--- config.mk ---
export PLATFORM = sky130hd
export DESIGN_NAME = sevseg_readback_decoder
export DESIGN_NICKNAME = d
export VERILOG_FILES = /design/src/rtl/sevseg_pkg.sv /design/src/rtl/sevseg_glyph_decode.sv /design/src/rtl/sevseg_readback_decoder.sv
export SDC_FILE = /design/constraint.sdc
export NUM_CORES = 1
export LEC_CHECK = 0
export CORE_MARGIN = 2
export CORE_UTILIZATION = 51
export DETAILED_ROUTE_END_ITERATION = 16
export GPL_ROUTABILITY_DRIVEN = 0
export PLACE_DENSITY = 0.8
export SKIP_LAST_GASP = 1
export SLEW_MARGIN = 15
export SYNTH_ARGS = -nofsm -noshare
export SYNTH_HDL_FRONTEND = slang
export SYNTH_SLANG_ARGS = --single-unit
export TNS_END_PERCENT = 100
--- constraint.sdc ---
create_clock -name clk -period 2.4 [get_ports clk]
set_input_delay 0.36 -clock clk [delete_from_list [all_inputs] [get_ports clk]]
set_output_delay 0.36 -clock clk [all_outputs]
set_load 0.01 [all_outputs]
--- src/rtl/sevseg_pkg.sv ---
// sevseg_pkg: shared constants for the seven-segment readback decoder.
//   - GLYPH[16]            canonical active-high segment patterns for hex 0..F
//                          (bit0 = segment a ... bit6 = segment g)
//   - ALT_GLYPH_7/9        alternate 7 (with segment f) and 9 (without segment d)
//   - ADDR_*               Avalon-MM word addresses
//   - STATUS_*             bit positions inside the STATUS word
//   - SEVSEG_ID            fixed value returned by the ID register
package sevseg_pkg;

    localparam logic [6:0] GLYPH [16] = '{
        7'h3F, 7'h06, 7'h5B, 7'h4F, 7'h66, 7'h6D, 7'h7D, 7'h07,
        7'h7F, 7'h6F, 7'h77, 7'h7C, 7'h39, 7'h5E, 7'h79, 7'h71
    };

    localparam logic [6:0] ALT_GLYPH_7 = 7'h27;
    localparam logic [6:0] ALT_GLYPH_9 = 7'h67;

    localparam logic [1:0] ADDR_STATUS  = 2'd0;
    localparam logic [1:0] ADDR_COUNT   = 2'd1;
    localparam logic [1:0] ADDR_CONTROL = 2'd2;
    localparam logic [1:0] ADDR_ID      = 2'd3;

    localparam int STATUS_NIBBLE_LSB  = 0;
    localparam int STATUS_VALID_BIT   = 4;
    localparam int STATUS_CHANGED_BIT = 5;
    localparam int STATUS_PATTERN_LSB = 8;

    localparam int CONTROL_IRQ_EN_BIT = 0;
    localparam int CONTROL_ENABLE_BIT = 1;

    localparam logic [31:0] SEVSEG_ID = 32'h5E65_0001;

endpackage

--- src/rtl/sevseg_glyph_decode.sv ---
// sevseg_glyph_decode: combinational map from an active-high 7-segment
// pattern to the hex digit it shows.
//   pattern  in  7  active-high segments, bit0 = a ... bit6 = g
//   valid    out 1  pattern is a recognised hex glyph
//   nibble   out 4  decoded digit, 0 when not valid
// Optional macro SEVSEG_ALT_GLYPH_EN: also accept the alternate 7 (0x27)
// and 9 (0x67) glyphs some display drivers emit.
module sevseg_glyph_decode
    import sevseg_pkg::*;
(
    input  logic [6:0] pattern,
    output logic       valid,
    output logic [3:0] nibble
);

    always_comb begin
        valid  = 1'b0;
        nibble = 4'd0;
        for (int i = 0; i < 16; i++) begin
            if (pattern == GLYPH[i]) begin
                valid  = 1'b1;
                nibble = 4'(i);
            end
        end
`ifdef SEVSEG_ALT_GLYPH_EN
        if (pattern == ALT_GLYPH_7) begin
            valid  = 1'b1;
            nibble = 4'd7;
        end
        if (pattern == ALT_GLYPH_9) begin
            valid  = 1'b1;
            nibble = 4'd9;
        end
`endif
    end

endmodule

--- src/rtl/sevseg_readback_decoder.sv ---
// sevseg_readback_decoder: samples the segment bus driven to the display,
// debounces it, decodes the stable pattern back to a hex digit and exposes
// the result, a change counter and an interrupt on an Avalon-MM slave.
//   clk            in  1   single clock
//   reset          in  1   asynchronous, active-high
//   seg_in         in  7   segment bus (bit0 = a ... bit6 = g), async to clk
//   avs_address    in  2   word address: 0 STATUS, 1 COUNT, 2 CONTROL, 3 ID
//   avs_read       in  1   read strobe
//   avs_write      in  1   write strobe
//   avs_writedata  in  32  write data
//   avs_readdata   out 32  registered read data, latency 1, held between reads
//   irq            out 1   level interrupt = changed & irq_en
// Optional macro SEVSEG_ALT_GLYPH_EN (in sevseg_glyph_decode): also decode
// the alternate 7 / 9 glyphs.
module sevseg_readback_decoder
    import sevseg_pkg::*;
#(
    parameter int STABLE_CYCLES = 4,
    parameter int CNT_W         = 16,
    parameter bit ACTIVE_LOW    = 1'b1
) (
    input  logic        clk,
    input  logic        reset,
    input  logic [6:0]  seg_in,
    input  logic [1:0]  avs_address,
    input  logic        avs_read,
    input  logic        avs_write,
    input  logic [31:0] avs_writedata,
    output logic [31:0] avs_readdata,
    output logic        irq
);

    localparam int               FLT_W   = $clog2(STABLE_CYCLES + 1);
    localparam logic [FLT_W-1:0] FLT_MAX = FLT_W'(STABLE_CYCLES);

    logic [6:0]       seg_norm;
    logic [6:0]       sync_p0;
    logic [6:0]       sync_p1;
    logic [6:0]       s_prev;
    logic [FLT_W-1:0] flt_cnt;
    logic [FLT_W-1:0] flt_next;

    logic [6:0]       committed;
    logic [3:0]       nibble;
    logic             valid;
    logic             changed;
    logic [CNT_W-1:0] change_cnt;
    logic             irq_en;
    logic             enable;

    logic             commit;
    logic             dec_valid;
    logic [3:0]       dec_nibble;
    logic             wr_status;
    logic             wr_count;
    logic             wr_control;
    logic [31:0]      read_mux;
    logic             unused_wdata;

    assign seg_norm = ACTIVE_LOW ? ~seg_in : seg_in;

    // Run length of identical synchronized samples, saturating. Commit is
    // judged on the next value so that a clean step lands STABLE_CYCLES+2
    // edges after it is first sampled.
    always_comb begin
        if (sync_p1 != s_prev) begin
            flt_next = '0;
        end else if (flt_cnt == FLT_MAX) begin
            flt_next = FLT_MAX;
        end else begin
            flt_next = flt_cnt + FLT_W'(1);
        end
    end

    assign commit = enable && (flt_next == FLT_MAX) && (sync_p1 != committed);

    sevseg_glyph_decode u_decode (
        .pattern (sync_p1),
        .valid   (dec_valid),
        .nibble  (dec_nibble)
    );

    assign wr_status  = avs_write && (avs_address == ADDR_STATUS);
    assign wr_count   = avs_write && (avs_address == ADDR_COUNT);
    assign wr_control = avs_write && (avs_address == ADDR_CONTROL);

    // Only bit5 of STATUS and bits [1:0] of CONTROL are writable; any write
    // to COUNT clears it regardless of data.
    assign unused_wdata = ^{avs_writedata[31:6], avs_writedata[4:2]};

    always_comb begin
        read_mux = '0;
        case (avs_address)
            ADDR_STATUS: begin
                read_mux[STATUS_NIBBLE_LSB +: 4] = nibble;
                read_mux[STATUS_VALID_BIT]       = valid;
                read_mux[STATUS_CHANGED_BIT]     = changed;
                read_mux[STATUS_PATTERN_LSB +: 7] = committed;
            end
            ADDR_COUNT: begin
                read_mux[CNT_W-1:0] = change_cnt;
            end
            ADDR_CONTROL: begin
                read_mux[CONTROL_IRQ_EN_BIT] = irq_en;
                read_mux[CONTROL_ENABLE_BIT] = enable;
            end
            default: begin
                read_mux = SEVSEG_ID;
            end
        endcase
    end

    always_ff @(posedge clk or posedge reset) begin
        if (reset) begin
            sync_p0      <= '0;
            sync_p1      <= '0;
            s_prev       <= '0;
            flt_cnt      <= '0;
            committed    <= '0;
            nibble       <= '0;
            valid        <= 1'b0;
            changed      <= 1'b0;
            change_cnt   <= '0;
            irq_en       <= 1'b0;
            enable       <= 1'b1;
            avs_readdata <= '0;
        end else begin
            // Stage p0/p1: two-flop synchronizer, then history for the filter
            sync_p0 <= seg_norm;
            sync_p1 <= sync_p0;
            s_prev  <= sync_p1;
            flt_cnt <= flt_next;

            // Commit stage: capture the stable pattern and its decode
            if (commit) begin
                committed <= sync_p1;
                nibble    <= dec_nibble;
                valid     <= dec_valid;
            end

            // A commit in the same cycle as a clear wins
            if (commit) begin
                changed <= 1'b1;
            end else if (wr_status && avs_writedata[STATUS_CHANGED_BIT]) begin
                changed <= 1'b0;
            end

            if (wr_count) begin
                change_cnt <= commit ? CNT_W'(1) : '0;
            end else if (commit) begin
                change_cnt <= change_cnt + CNT_W'(1);
            end

            if (wr_control) begin
                irq_en <= avs_writedata[CONTROL_IRQ_EN_BIT];
                enable <= avs_writedata[CONTROL_ENABLE_BIT];
            end

            // Read data reflects register state before this cycle's write/commit
            if (avs_read) begin
                avs_readdata <= read_mux;
            end
        end
    end

    assign irq = changed & irq_en;

endmodule

==> metrics.csv <==
metric,value,unit
"Top FF cell, synth",dfrtp_1,
RSZ-0062 raised after global routing,no,
Startpoint Class,flop,
Ys Warns,0,
Num CTS Buffers,9,
Final Cell Area,4451,µm²
Cells after Synth,355,
Port Buffers,41,
Required @ worst endpoint,2.67,ns
first-pass GRT wire length,12480,µm
M1 WL,3208,µm
status,"complete, no violations",
area grow syn2layout,21.86,%
clk sink count,72,
Rows,30,
WS Path Type,flop to flop,
All-Layer GR Usage,0.2077,
Final Max Tran Viols,0,
grt total ovfl,0,
post-layout util,0.6479,
Slew headroom,0.6322,
Wirelength per Cell,15.25,µm
CTS tree,done,
Post-synth top cells,"71 x dfrtp_1, 31 x inv_1, 18 x a21oi_1, 18 x clkbuf_1, 17 x nand3_1",
routed vias,2835,
Worst Path Max Fanout,6,
worst reg2reg startpoint,flt_cnt[0],
Synth area leader,dfrtp_1,
Worst EP arrival,2.54,ns
CTS root buf,clkbuf_8,
Peak Freq,439.9,MHz
IO Pins,78,
Detail Placement HPWL,5244,µm
"Clk Latency, worst-skew pair",0.35,ns
syn avg cell area,10.29,µm²
initial core utilization,0.5317,
setup ws final,0.1268,ns
dominant cell by count in the synthesized netlist,dfrtp_1,
Final setup violation count,0,
met2 routed WL,3651,µm
net total in the final layout,445,
Storage cell area,1803,µm²
Post-synth EDFFs,0,
Hold WC Path Type,input port to asynchronous set/reset pin,
Worst VDD drop,0.0005366,V
vias in the first global route,2682,
Sum Neg Setup Slack,0,ns
CTS max path bufs,2,
top routing layer in use,met4,
die boundary height,88.63,µm
met3 wire len,528,µm
core area,6869,µm²
sequential area share after synthesis,0.4937,
antenna cell count,0,
DRT Wirelength,7578,µm
DRT iter0 DRCs,258,
# DRC,0,
Synth top area share,0.4865,
flop2flop setup slack,0.13,ns
pin count of the biggest net entering global routing,44,
ranking of synthesized cells by area,"dfrtp_1 49%, mux2i_1 3.6%, inv_1 3.2%, buf_4 3.1%, a21oi_1 2.5%",
worst slew pin tran,0.5517,ns
pre-CTS setup slack,0.1543,ns
Pwr Density,627.5,nW/µm²
worst-path cell chain,"inv_1, ha_1, nand2b_1, nor4b_4, o21ai_0, buf_4, or4_1, a21oi_1",
Worst-path clk slew,0.08,ns
Leak,0.001906,µW
fillers,541,
drt via density,5.704,
"slowest stage delay, CP",0.46,ns
Seq cells post-synth,72,
area of the multi-input gates,1551,µm²
Max-Cap Viols,0,
FF-to-FF End,change_cnt[13],
Die X,88.63,µm
crit end category,flop,
Antenna Violating Nets Remaining,0,
die area,7854,µm²
"Max stage delay cell, worst path",or4_1,
initial antenna violation count,0,
cts hold-fix bufs,0,
min Tclk post-route,2.273,ns
post-synthesis async set-or-reset flop share,1.000,
Final Hold Violating Endpoints,0,
H-tree depth,3,
Synth cell types,53,
cell area after synthesis,3652,µm²
DP Area,4175,µm²
Worst Skew,0.008409,ns
R2R cell count,8,
share of cells above drive strength 1,0.1322,
Hold WS,0.2883,ns
first-pass iteration count of the detailed router,5,
post-route clock period utilization,0.9471,
==> cells by family after synthesis <==
family | Yosys count | synth area share
AOI/OAI and AO/OA | 77 | 0.1319
DFF | 72 | 0.4937
other | 1 | 0.001027
xor gates and xnor gates | 16 | 0.03837
buffers and inverters | 68 | 0.09010
and+or+nand+nor | 91 | 0.1497
adders and majority gates | 3 | 0.01028
muxes | 27 | 0.08496
==> timing repair <==
item | 4_1_cts | 5_1_grt
buffers inserted | 0 | 0
resized for setup | 0 | 1
endpoints found under the setup margin | 0 | 2
==> worst max-delay path, delay by kind of cell, from the launching register on <==
family | cells | cell delay, ns
compound gates | 2 | 0.30
buf+inv | 2 | 0.23
simple gates | 3 | 1.00
fa+ha+maj | 1 | 0.30
flops | 1 | 0.38
==> layer usage <==
| layer | GRT usage | up-vias |
|---|---|---|
| met5 | 0 | - |
| met4 | 0.08815 | 0 |
| met3 | 0.06157 | 20 |
| met2 | 0.3236 | 133 |
| met1 | 0.2709 | 1362 |
| li1 | - | 1320 |
==> area by class of cell <==
cell class | instances | area share
inverter | 31 | 0.02615
clock buffer | 10 | 0.03092
timing repair buffer | 62 | 0.1333
clock inverter | 5 | 0.02896
sequential | 72 | 0.4051
tap | 96 | 0.02699
multi-input combinational | 221 | 0.3486
==> stage by stage <==
step           std cells  power [µW]
2_1_floorplan        361        1458
3_3_place_gp         482        1537
3_5_place_dp         482        1544
4_1_cts              497        2812
5_1_grt              497        2888
6_report             497        2793
==> flip-flops by register name, indices dropped and copies added (netlist names) <==
signal        count
sync_p0           7
change_cnt       16
flt_cnt           3
changed           1
avs_readdata     17
committed         7
enable            1
valid             1
sync_p1           7
nibble            4
s_prev            7
irq_en            1
==> placed cells by master (no fill, tap or decap), types with 2 or more instances in the layout <==
| cell type | n |
|---|---|
| o21ai_1 | 2 |
| bufinv_16 | 4 |
| a21oi_1 | 18 |
| mux2_4 | 6 |
| nor4_1 | 2 |
| nand2_1 | 14 |
| mux2i_1 | 13 |
| inv_1 | 30 |
| buf_4 | 19 |
| xor2_1 | 8 |
| buf_12 | 2 |
| o2111ai_1 | 4 |
| nor2_1 | 7 |
| and2_1 | 2 |
| a21boi_0 | 2 |
| nor4b_1 | 2 |
| o211ai_1 | 3 |
| xnor2_1 | 8 |
| nand3_1 | 17 |
| or3b_2 | 2 |
| o31ai_1 | 9 |
| or4_1 | 9 |
| o22ai_1 | 13 |
| o31a_1 | 2 |
| nand2b_1 | 7 |
| or2_2 | 2 |
| nand4_1 | 3 |
| or3_1 | 5 |
| dfrtp_1 | 71 |
| nor3_1 | 7 |
| ha_1 | 3 |
| clkbuf_8 | 10 |
| mux2_1 | 5 |
| and3_1 | 2 |
| mux2_2 | 3 |
| clkdlybuf4s50_1 | 41 |
| o21ai_0 | 16 |
| conb_1 | 7 |
| nand3b_1 | 4 |
==> power breakdown <==
part           internal (µW)  switching (µW)  leakage [µW]  total [µW]
Clock                    820             452      0.000133        1270
Sequential              1250            21.6      0.000947        1270
Combinational            115             137      0.000826         253
Total                   2180             611       0.00191        2790
==> worst max path at each step <==
stage / start / slack [ns] / to / depth (start not counted)
2_1_floorplan: reset / 0.22 / avs_readdata[0] / 1
3_3_place_gp: flt_cnt[0] / 0.18 / change_cnt[13] / 8
3_5_place_dp: flt_cnt[0] / 0.15 / change_cnt[13] / 8
4_1_cts: flt_cnt[0] / 0.14 / change_cnt[13] / 8
5_1_grt: flt_cnt[0] / 0.01 / change_cnt[13] / 8
6_report: flt_cnt[0] / 0.13 / change_cnt[13] / 8
Note: power is estimated with default switching activity, not from simulation.
